==> src/rtl/exec_unit_pipe.sv <==
// Execution unit: single-cycle ALU ops plus iterative MULTU/DIVU that
// write the architectural Hi/Lo pair. One op in flight at a time.
module exec_unit_pipe #(
  parameter int WIDTH = 32
) (
  input  logic             clk,
  input  logic             reset,
  input  logic             in_valid,
  output logic             in_ready,
  input  logic [5:0]       Signal,
  input  logic [WIDTH-1:0] dataA,
  input  logic [WIDTH-1:0] dataB,
  output logic             out_valid,
  output logic [WIDTH-1:0] Output,
  output logic [WIDTH-1:0] HiOut,
  output logic [WIDTH-1:0] LoOut,
  output logic             busy
);

  localparam int LW = $clog2(WIDTH);
  localparam logic [LW:0] CNT_LAST = (LW+1)'(WIDTH-1);

  localparam logic [5:0] OP_SRL   = 6'd2;
  localparam logic [5:0] OP_MFHI  = 6'd16;
  localparam logic [5:0] OP_MFLO  = 6'd18;
  localparam logic [5:0] OP_MULTU = 6'd25;
  localparam logic [5:0] OP_DIVU  = 6'd27;
  localparam logic [5:0] OP_ADD   = 6'd32;
  localparam logic [5:0] OP_SUB   = 6'd34;
  localparam logic [5:0] OP_AND   = 6'd36;
  localparam logic [5:0] OP_OR    = 6'd37;
  localparam logic [5:0] OP_SLT   = 6'd42;

  typedef enum logic [1:0] {IDLE, MUL, DIV, DONE} state_t;

  state_t           state, state_nxt;
  logic [LW:0]      cnt;
  logic [WIDTH-1:0] opd;     // multiplicand (MUL) or divisor (DIV)
  logic [WIDTH-1:0] acc_hi;  // partial product high half / remainder
  logic [WIDTH-1:0] acc_lo;  // multiplier shifting out / quotient shifting in
  logic [WIDTH-1:0] hi_q, lo_q;

  logic             accept;
  logic             last;
  logic [WIDTH-1:0] alu_res;
  logic             alu_known;

  logic [WIDTH:0]   mul_sum;
  logic [WIDTH-1:0] mul_hi, mul_lo;
  logic [WIDTH:0]   div_rsh, div_diff;
  logic             div_qbit;
  logic [WIDTH-1:0] div_hi, div_lo;
  logic [WIDTH-1:0] step_hi, step_lo;

  assign accept = in_valid && in_ready;
  assign last   = (cnt == CNT_LAST);
  assign HiOut  = hi_q;
  assign LoOut  = lo_q;

  // Shift-add multiplier step: add multiplicand on multiplier LSB, shift the
  // {carry,hi,lo} triple right; after WIDTH steps {hi,lo} is the product.
  always_comb begin
    mul_sum = {1'b0, acc_hi} + (acc_lo[0] ? {1'b0, opd} : '0);
    mul_hi  = mul_sum[WIDTH:1];
    mul_lo  = {mul_sum[0], acc_lo[WIDTH-1:1]};
  end

  // Restoring divider step: shift the next dividend bit into the remainder,
  // trial-subtract, keep the difference when it is non-negative. A zero
  // divisor always succeeds, leaving quotient all ones and remainder = A.
  always_comb begin
    div_rsh  = {acc_hi, acc_lo[WIDTH-1]};
    div_diff = div_rsh - {1'b0, opd};
    div_qbit = ~div_diff[WIDTH];
    div_hi   = div_qbit ? div_diff[WIDTH-1:0] : div_rsh[WIDTH-1:0];
    div_lo   = {acc_lo[WIDTH-2:0], div_qbit};
  end

  // Select the iteration result for whichever engine is running.
  always_comb begin
    step_hi = (state == DIV) ? div_hi : mul_hi;
    step_lo = (state == DIV) ? div_lo : mul_lo;
  end

  // Single-cycle result; unknown codes produce zero.
  always_comb begin
    alu_res   = '0;
    alu_known = 1'b1;
    unique case (Signal)
      OP_AND:  alu_res = dataA & dataB;
      OP_OR:   alu_res = dataA | dataB;
      OP_ADD:  alu_res = dataA + dataB;
      OP_SUB:  alu_res = dataA - dataB;
      OP_SLT:  alu_res = {{(WIDTH-1){1'b0}}, ($signed(dataA) < $signed(dataB))};
      OP_SRL:  alu_res = dataA >> dataB[LW-1:0];
      OP_MFHI: alu_res = hi_q;
      OP_MFLO: alu_res = lo_q;
      default: alu_known = 1'b0;
    endcase
  end

  // State register.
  always_ff @(posedge clk or negedge reset) begin
    if (!reset) state <= IDLE;
    else        state <= state_nxt;
  end

  // Next-state logic.
  always_comb begin
    state_nxt = state;
    unique case (state)
      IDLE: if (accept) begin
              if (Signal == OP_MULTU)     state_nxt = MUL;
              else if (Signal == OP_DIVU) state_nxt = DIV;
            end
      MUL, DIV: if (last) state_nxt = DONE;
      DONE: state_nxt = IDLE;
      default: state_nxt = IDLE;
    endcase
  end

  // Handshake/status outputs depend on state only.
  always_comb begin
    in_ready = (state == IDLE);
    busy     = (state != IDLE);
  end

  // Datapath: operand capture, iteration, Hi/Lo commit, registered result.
  always_ff @(posedge clk or negedge reset) begin
    if (!reset) begin
      cnt       <= '0;
      opd       <= '0;
      acc_hi    <= '0;
      acc_lo    <= '0;
      hi_q      <= '0;
      lo_q      <= '0;
      out_valid <= 1'b0;
      Output    <= '0;
    end else begin
      unique case (state)
        IDLE: begin
          out_valid <= 1'b0;
          if (accept) begin
            cnt    <= '0;
            acc_hi <= '0;
            if (Signal == OP_MULTU) begin
              opd    <= dataA;
              acc_lo <= dataB;
            end else if (Signal == OP_DIVU) begin
              opd    <= dataB;
              acc_lo <= dataA;
            end else begin
              out_valid <= 1'b1;
              Output    <= alu_known ? alu_res : '0;
            end
          end
        end
        MUL, DIV: begin
          acc_hi <= step_hi;
          acc_lo <= step_lo;
          cnt    <= cnt + 1'b1;
          if (last) begin
            hi_q      <= step_hi;
            lo_q      <= step_lo;
            out_valid <= 1'b1;
            Output    <= step_lo;
          end
        end
        DONE: out_valid <= 1'b0;
        default: out_valid <= 1'b0;
      endcase
    end
  end

endmodule

==> config.mk <==
export PLATFORM = sky130hd
export DESIGN_NAME = exec_unit_pipe
export DESIGN_NICKNAME = d
export VERILOG_FILES = /design/src/rtl/exec_unit_pipe.sv
export SDC_FILE = /design/constraint.sdc
export NUM_CORES = 1
export LEC_CHECK = 0
export CAP_MARGIN = 20
export CELL_PAD_IN_SITES_DETAIL_PLACEMENT = 1
export CELL_PAD_IN_SITES_GLOBAL_PLACEMENT = 2
export CORE_MARGIN = 2
export CORE_UTILIZATION = 39
export DETAILED_ROUTE_END_ITERATION = 6
export GPL_TIMING_DRIVEN = 0
export PLACE_DENSITY_LB_ADDON = 0.1
export SYNTH_ARGS = -nofsm -noshare
export SYNTH_HDL_FRONTEND = slang
export SYNTH_SLANG_ARGS = --single-unit
export TNS_END_PERCENT = 1
==> constraint.sdc <==
create_clock -name clk -period 5.2 [get_ports clk]
set_input_delay 0.52 -clock clk [delete_from_list [all_inputs] [get_ports clk]]
set_output_delay 0.52 -clock clk [all_outputs]
set_load 0.02 [all_outputs]
==> results of run 1 <==
-- area by class of cell --
cell class              instances  share of cell area
multi-input cells            2040              0.5997
flip-flops and latches        201              0.2111
repair buffers                174             0.07350
well taps                     688             0.03612
plain buffers                 154             0.02620
clock buffers                  28             0.02483
inverters                     157             0.02473
clock inverters                 7            0.003833
-- registers in the layout, indices dropped and copies added (netlist names) --
register   cells
cnt            6
state          2
LoOut         32
Output        32
acc_hi        32
opd           32
HiOut         32
acc_lo        32
out_valid      1
-- timing repair --
item / CTS / global route
hold buffers: 0 / 0
hold endpoints to repair: 0 / 0
setup endpoints to repair: 0 / 4
resized for setup: 0 / 2
-- per-stage QoR --
step | power [mW] | util | instances | setup slack [ns]
4_1_cts | 11.91 | 0.4553 | 3449 | 0.005694
3_5_place_dp | 10.27 | 0.4422 | 3414 | -0.5212
6_report | 12.12 | 0.4553 | 3449 | 0.02047
2_1_floorplan | 7.280 | - | 2553 | 1.733
5_1_grt | 12.70 | 0.4553 | 3449 | 0.02229
3_3_place_gp | 10.10 | 0.4414 | 3411 | -5.385
-- routing by layer --
layer,track usage,vias up
met5,0,-
met4,0.2035,0
met3,0.04468,273
met2,0.6537,987
met1,0.5125,11430
li1,-,9866
-- cells in the final DEF (no fill, tap or decap), types with 44 or more instances in the layout --
cell type,n
mux2i_1,61
dfrtp_1,201
nand2_1,291
nor2_1,206
mux2_2,75
clkbuf_1,121
a31oi_1,50
inv_1,156
clkdlybuf4s50_1,169
o31ai_1,44
a21o_1,55
a21oi_1,180
nand3_1,44
o21ai_0,191
ha_1,181
-- power by group through the flow --
stage / Clock [mW] / Sequential, mW / Combinational, mW
after floorplan: 0 / 2.35 / 4.93
after global placement: 0 / 2.37 / 7.73
after detailed placement: 0 / 2.39 / 7.89
after CTS: 1.59 / 2.37 / 7.95
after global routing: 1.65 / 2.41 / 8.65
final: 1.59 / 2.38 / 8.15
-- path summary, 6_finish.rpt --
path | start | end | slack (ns) | depth (start not counted)
worst max-delay path | dataB[2] | Output[13] | 0.02 | 14
worst min-delay path | reset | Output[1] | -0.03 | 1
worst min register to register | opd[30] | opd[30] | 0.48 | 2
min in group clk | opd[30] | opd[30] | 0.48 | 2
worst max register to register | state[0] | HiOut[18] | 0.50 | 9
max in group asynchronous | reset | LoOut[29] | 4.08 | 2
-- logic make-up after synthesis --
logic type      Yosys count  share of synthesized area
flops                   201                     0.2449
fa+ha+maj               185                     0.1142
compound gates          901                     0.2969
xor+xnor                 45                    0.01919
simple gates            746                     0.1652
buf+inv                 312                    0.05921
mux                     163                     0.1005
==> results.toml, run 1 <==
[outcome]
status = "complete, but fails checks"
violations = "hold timing"

[placed_design]
dp_hpwl_um = 89720
dpl_cell_area_um2 = 23150
portBuffers = 170
place.gp.congestion = 1.018

[synth]
synth_top_cell_area_share = 0.2449
synthFlopType = "dfrtp_1"
synth.distinct_cells = 92
synthesis.nets = 2811
synth_edf_count = 0
synth_common_cells = "nand2_1 (291), nor2_1 (206), dfrtp_1 (201), o21ai_0 (191), ha_1 (181)"
synth_area_leaders = "dfrtp_1 (24%), ha_1 (11%), nand2_1 (5.3%), o21ai_0 (4.7%), a21oi_1 (4.4%)"
syn-cell-area_um2 = 20540
ys_warn_count = 0
yosysSeqAreaShare = 0.2449
synth_top_cell_by_area = "dfrtp_1"
synthCells = 2553
syn_avg_cell_area_um2 = 8.045
async_reset_ff_frac = 1.000
yosysMostFrequentCell = "nand2_1"
synth-seq-cells = 201

[timing]
hold_ws_ns = -0.02523
hold_violations = 1
finalCritPeriodShare = 0.9961
skew_ns = 0.04725
setup_viol = 0
rsz0062_at_grt = "no"
slew_viol_final = 0
fin_crit_ns = 5.180
slew_headroom = 0.2248
setup_tns_ns = 0
tightest_slew_ns = 1.163
fmax_ghz = 0.1931

[route]
postRouteWirelength_um = 109700
drc = 0
routedWlPerCell_um = 31.80
wl_met2_um = 50720
vias = 22556
drtIter0Drc = 2098
drt-met1-wl_um = 45750
ant_nets = 0
routed.top_layer = "met4"
via_per_inst = 6.540
first_pass_iters = 6
wl_met3_um = 6843

[power]
p_leak_nw = 9.994
p_sw_frac = 0.5359
clock_power_share = 0.131
p_int_mw = 5.626
p_switching_mw = 6.495
power.density_nw_per_um2 = 508.6
comb_power_share = 0.672
seqPwrFrac = 0.197
irDropWorstVdd_uv = 293.6

[worst_setup_path]
end_kind = "register"
crit_chain = "clkdlybuf4s50_1 > inv_1 > buf_1 > clkbuf_2 > ha_1 > o21ai_0 > o21bai_1 > o311a_1 > a21oi_1 > o31a_1 > o21ai_0 > a21o_1 > a221oi_1 > o221ai_1"
crit_path_max_fanout = 11
crit_type = "in -> reg"
required_ns = 5.56
crit_path_start_kind = "primary input"
critPathBufInv = 4
critPathMostFrequentCell = "o21ai_0"
arrival_ns = 5.54
cp_top_family = "compound AO/OA/AOI/OAI gates"
cpPeakStageDelay_ns = 0.73
crit_path_top_delay_cell = "clkdlybuf4s50_1"

[floorplan]
rows = 84
initial_core_util = 0.3924
fp.dieArea_um2 = 54520
die_h_um = 233.5
io_pins = 172
die_x_um = 233.5
coreArea_um2 = 52340

[clock_tree]
numCtsBuffers = 21
clock-sinks = 201
clock_path_buffers = 3
cts_tree = "done"
cts_setup_buffers = 0
cts_htree_levels = 1
clockRootBuffer = "clkbuf_16"
clk_latency_ns = 0.56
path_clk_slew_ns = 0.08

[finish]
finalInstanceArea_um2 = 23830
n_antenna_cell = 0
regArea_um2 = 5030
area_delta_synth_final_pct = 16.03
fillerInstances = 6391
multi_input_comb_area_um2 = 14290
drive_gt1_frac = 0.07171
fin_nets = 3007

[global_route]
grtUsageTotal = 0.3968
grt_max_degree = 116
grt_pass1_wl_um = 157700
antenna_found_initial = 0
grt_pass1_vias = 23069
grt-ovfl-total = 0

[run]
maxCapViolCount = 0

[worst_hold_path]
hp-class = "in -> async"
(Power assumes the default switching activity.)
==> inputs of run 2 (changes only) <==
Settings changed: CORE_UTILIZATION 39 to 30.
Clock period 5.2 ns to 5.46 ns, I/O delays scaled along.
==> run 2 against run 1 <==
The flow now finishes without violations. Routed wire length up 5.2%. Sequential power down 5%. Clock skew down 0.012 ns. Clock power up 3%. Power down 3.0%. Worst setup slack better by 0.21 ns. Register-to-register slack better by 0.17 ns. Global-route usage down 7.8 points. Flip-flop and latch count unchanged. Utilization down 9.7 points. Highest routed layer unchanged.
==> results.toml, run 2 (synthesis gave the netlist of run 1 again) <==
[floorplan]
fp.dieArea_um2 = 70570
coreArea_um2 = 67510
io_pins = 172
die_x_um = 265.7
die_h_um = 265.7
initial_core_util = 0.3042
rows = 95

[worst_setup_path]
critPathMostFrequentCell = "a211oi_1"
required_ns = 5.86
end_kind = "register"
crit_path_max_fanout = 10
arrival_ns = 5.63
crit_chain = "clkdlybuf4s50_1 > buf_2 > clkbuf_1 > inv_1 > ha_1 > nor2_1 > o311a_1 > o41ai_2 > a211oi_1 > a211oi_1 > o211ai_1 > a211oi_1 > o31a_1 > o32ai_1"
crit_path_top_delay_cell = "a211oi_1"
cpPeakStageDelay_ns = 0.72
crit_type = "in -> reg"
crit_path_start_kind = "primary input"

[placed_design]
place.gp.congestion = 0.9855
dp_hpwl_um = 95620
place_inst = 3601
portBuffers = 170

[finish]
final_cell_mix = "nand2_1 (291), nor2_1 (206), dfrtp_1 (201)"
final_cells = 3644
multi_input_comb_area_um2 = 14290
drive_gt1_frac = 0.07470
fillerInstances = 8124
area_delta_synth_final_pct = 17.65
final_common_cell = "nand2_1"
fin_nets = 3012
n_antenna_cell = 0
regArea_um2 = 5030

[timing]
finalCritPeriodShare = 0.9580
fin_crit_ns = 5.231
rsz0062_at_grt = "no"
setup_viol = 0
hold_violations = 0
skew_ns = 0.03533
slew_headroom = 0.1626
slew_viol_final = 0
setup_tns_ns = 0
tightest_slew_ns = 1.256
fmax_ghz = 0.1912

[clock_tree]
cts_htree_levels = 1
clock-sinks = 201
clock_path_buffers = 3
clk_latency_ns = 0.56
cts_hold_buf = 0
clockRootBuffer = "clkbuf_16"
path_clk_slew_ns = 0.07
numCtsBuffers = 24
cts_tree = "done"

[route]
via_per_inst = 6.081
routedWlPerCell_um = 31.66
ant_nets = 0
drtIter0Drc = 1911
postRouteWirelength_um = 115400
first_pass_iters = 5
drc = 0
vias = 22160

[power]
p_leak_nw = 10.04
power.density_nw_per_um2 = 486.3
power_mw = 11.75
irDropWorstVdd_uv = 244.8

[worst_hold_path]
hp-class = "in -> async"

[global_route]
grt-ovfl-total = 0
antenna_found_initial = 2
grt_pass1_wl_um = 164500
grtUsageTotal = 0.3192
grt_pass1_vias = 22855
grt_max_degree = 107

[outcome]
status = "complete, no violations"

[run]
maxCapViolCount = 0
[run 2: changes by cell type in the layout (fill, tap and decap cells not counted), sizes merged]
| cell | before | now |
|---|---|---|
| clkinv | 3 | 7 |
| clkbuf | 147 | 150 |
| clkinvlp | 1 | 3 |
| inv | 158 | 159 |
| bufinv | 2 | 1 |
| buf | 40 | 41 |
[run 2: final timing paths]
path	startpoint	endpoint	slack, ns	cells after the start
worst max-delay path	dataB[1]	Output[29]	0.23	14
worst max register to register	acc_lo[0]	HiOut[23]	0.67	13
worst min register to register	opd[9]	opd[9]	0.48	2
min in group clk	opd[9]	opd[9]	0.48	2
max in group asynchronous	reset	acc_hi[27]	4.31	2
worst min-delay path	reset	Output[3]	0.06	1
[run 2: repair_timing]
action,4_1_cts,5_1_grt
setup buffers,0,0
setup endpoints to repair,0,1
gates resized for setup,0,2
[run 2: layout make-up]
class / instances / area share
Buffer: 155 / 0.02599
Clock buffer: 30 / 0.02750
Clock inverter: 13 / 0.004350
Inverter: 157 / 0.02439
Multi-Input combinational cell: 2040 / 0.5915
Sequential cell: 201 / 0.2082
Tap cell: 873 / 0.04521
Timing Repair Buffer: 175 / 0.07291
[run 2: worst max-delay path, delay by kind of cell]
family | cells | cell delay (ns)
fa+ha+maj | 1 | 0.43
compound gates | 8 | 2.81
buf+inv | 4 | 1.74
simple gates | 1 | 0.08
[run 2: per-stage QoR]
| step | setup WS [ns] | area, um^2 | hold slack, ns | utilization |
|---|---|---|---|---|
| 5_1_grt | 0.1355 | 24160 | 0.1401 | 0.3579 |
| 6_report | 0.2291 | 24160 | 0.05663 | 0.3579 |
| 3_3_place_gp | -5.543 | 23330 | 0.4668 | 0.3456 |
| 3_5_place_dp | -0.3641 | 23390 | 0.4743 | 0.3465 |
| 2_1_floorplan | 1.967 | 20540 | 0.2504 | - |
| 4_1_cts | 0.2186 | 24160 | 0.08241 | 0.3579 |
[run 2: where the power goes]
part / switching (mW) / leakage, nW / internal (mW)
sequential: 0.377 / 2.48 / 1.89
clock: 0.712 / 0.377 / 0.913
combinational: 5.24 / 7.19 / 2.62
[run 2: routing by layer]
layer / part of all wire / vias to the layer above / global-route usage
met5: 0 / - / 0
met1: 0.43 / 11254 / 0.4129
met4: 0.039 / 0 / 0.1122
met3: 0.055 / 182 / 0.03897
met2: 0.48 / 836 / 0.5472
li1: - / 9888 / -
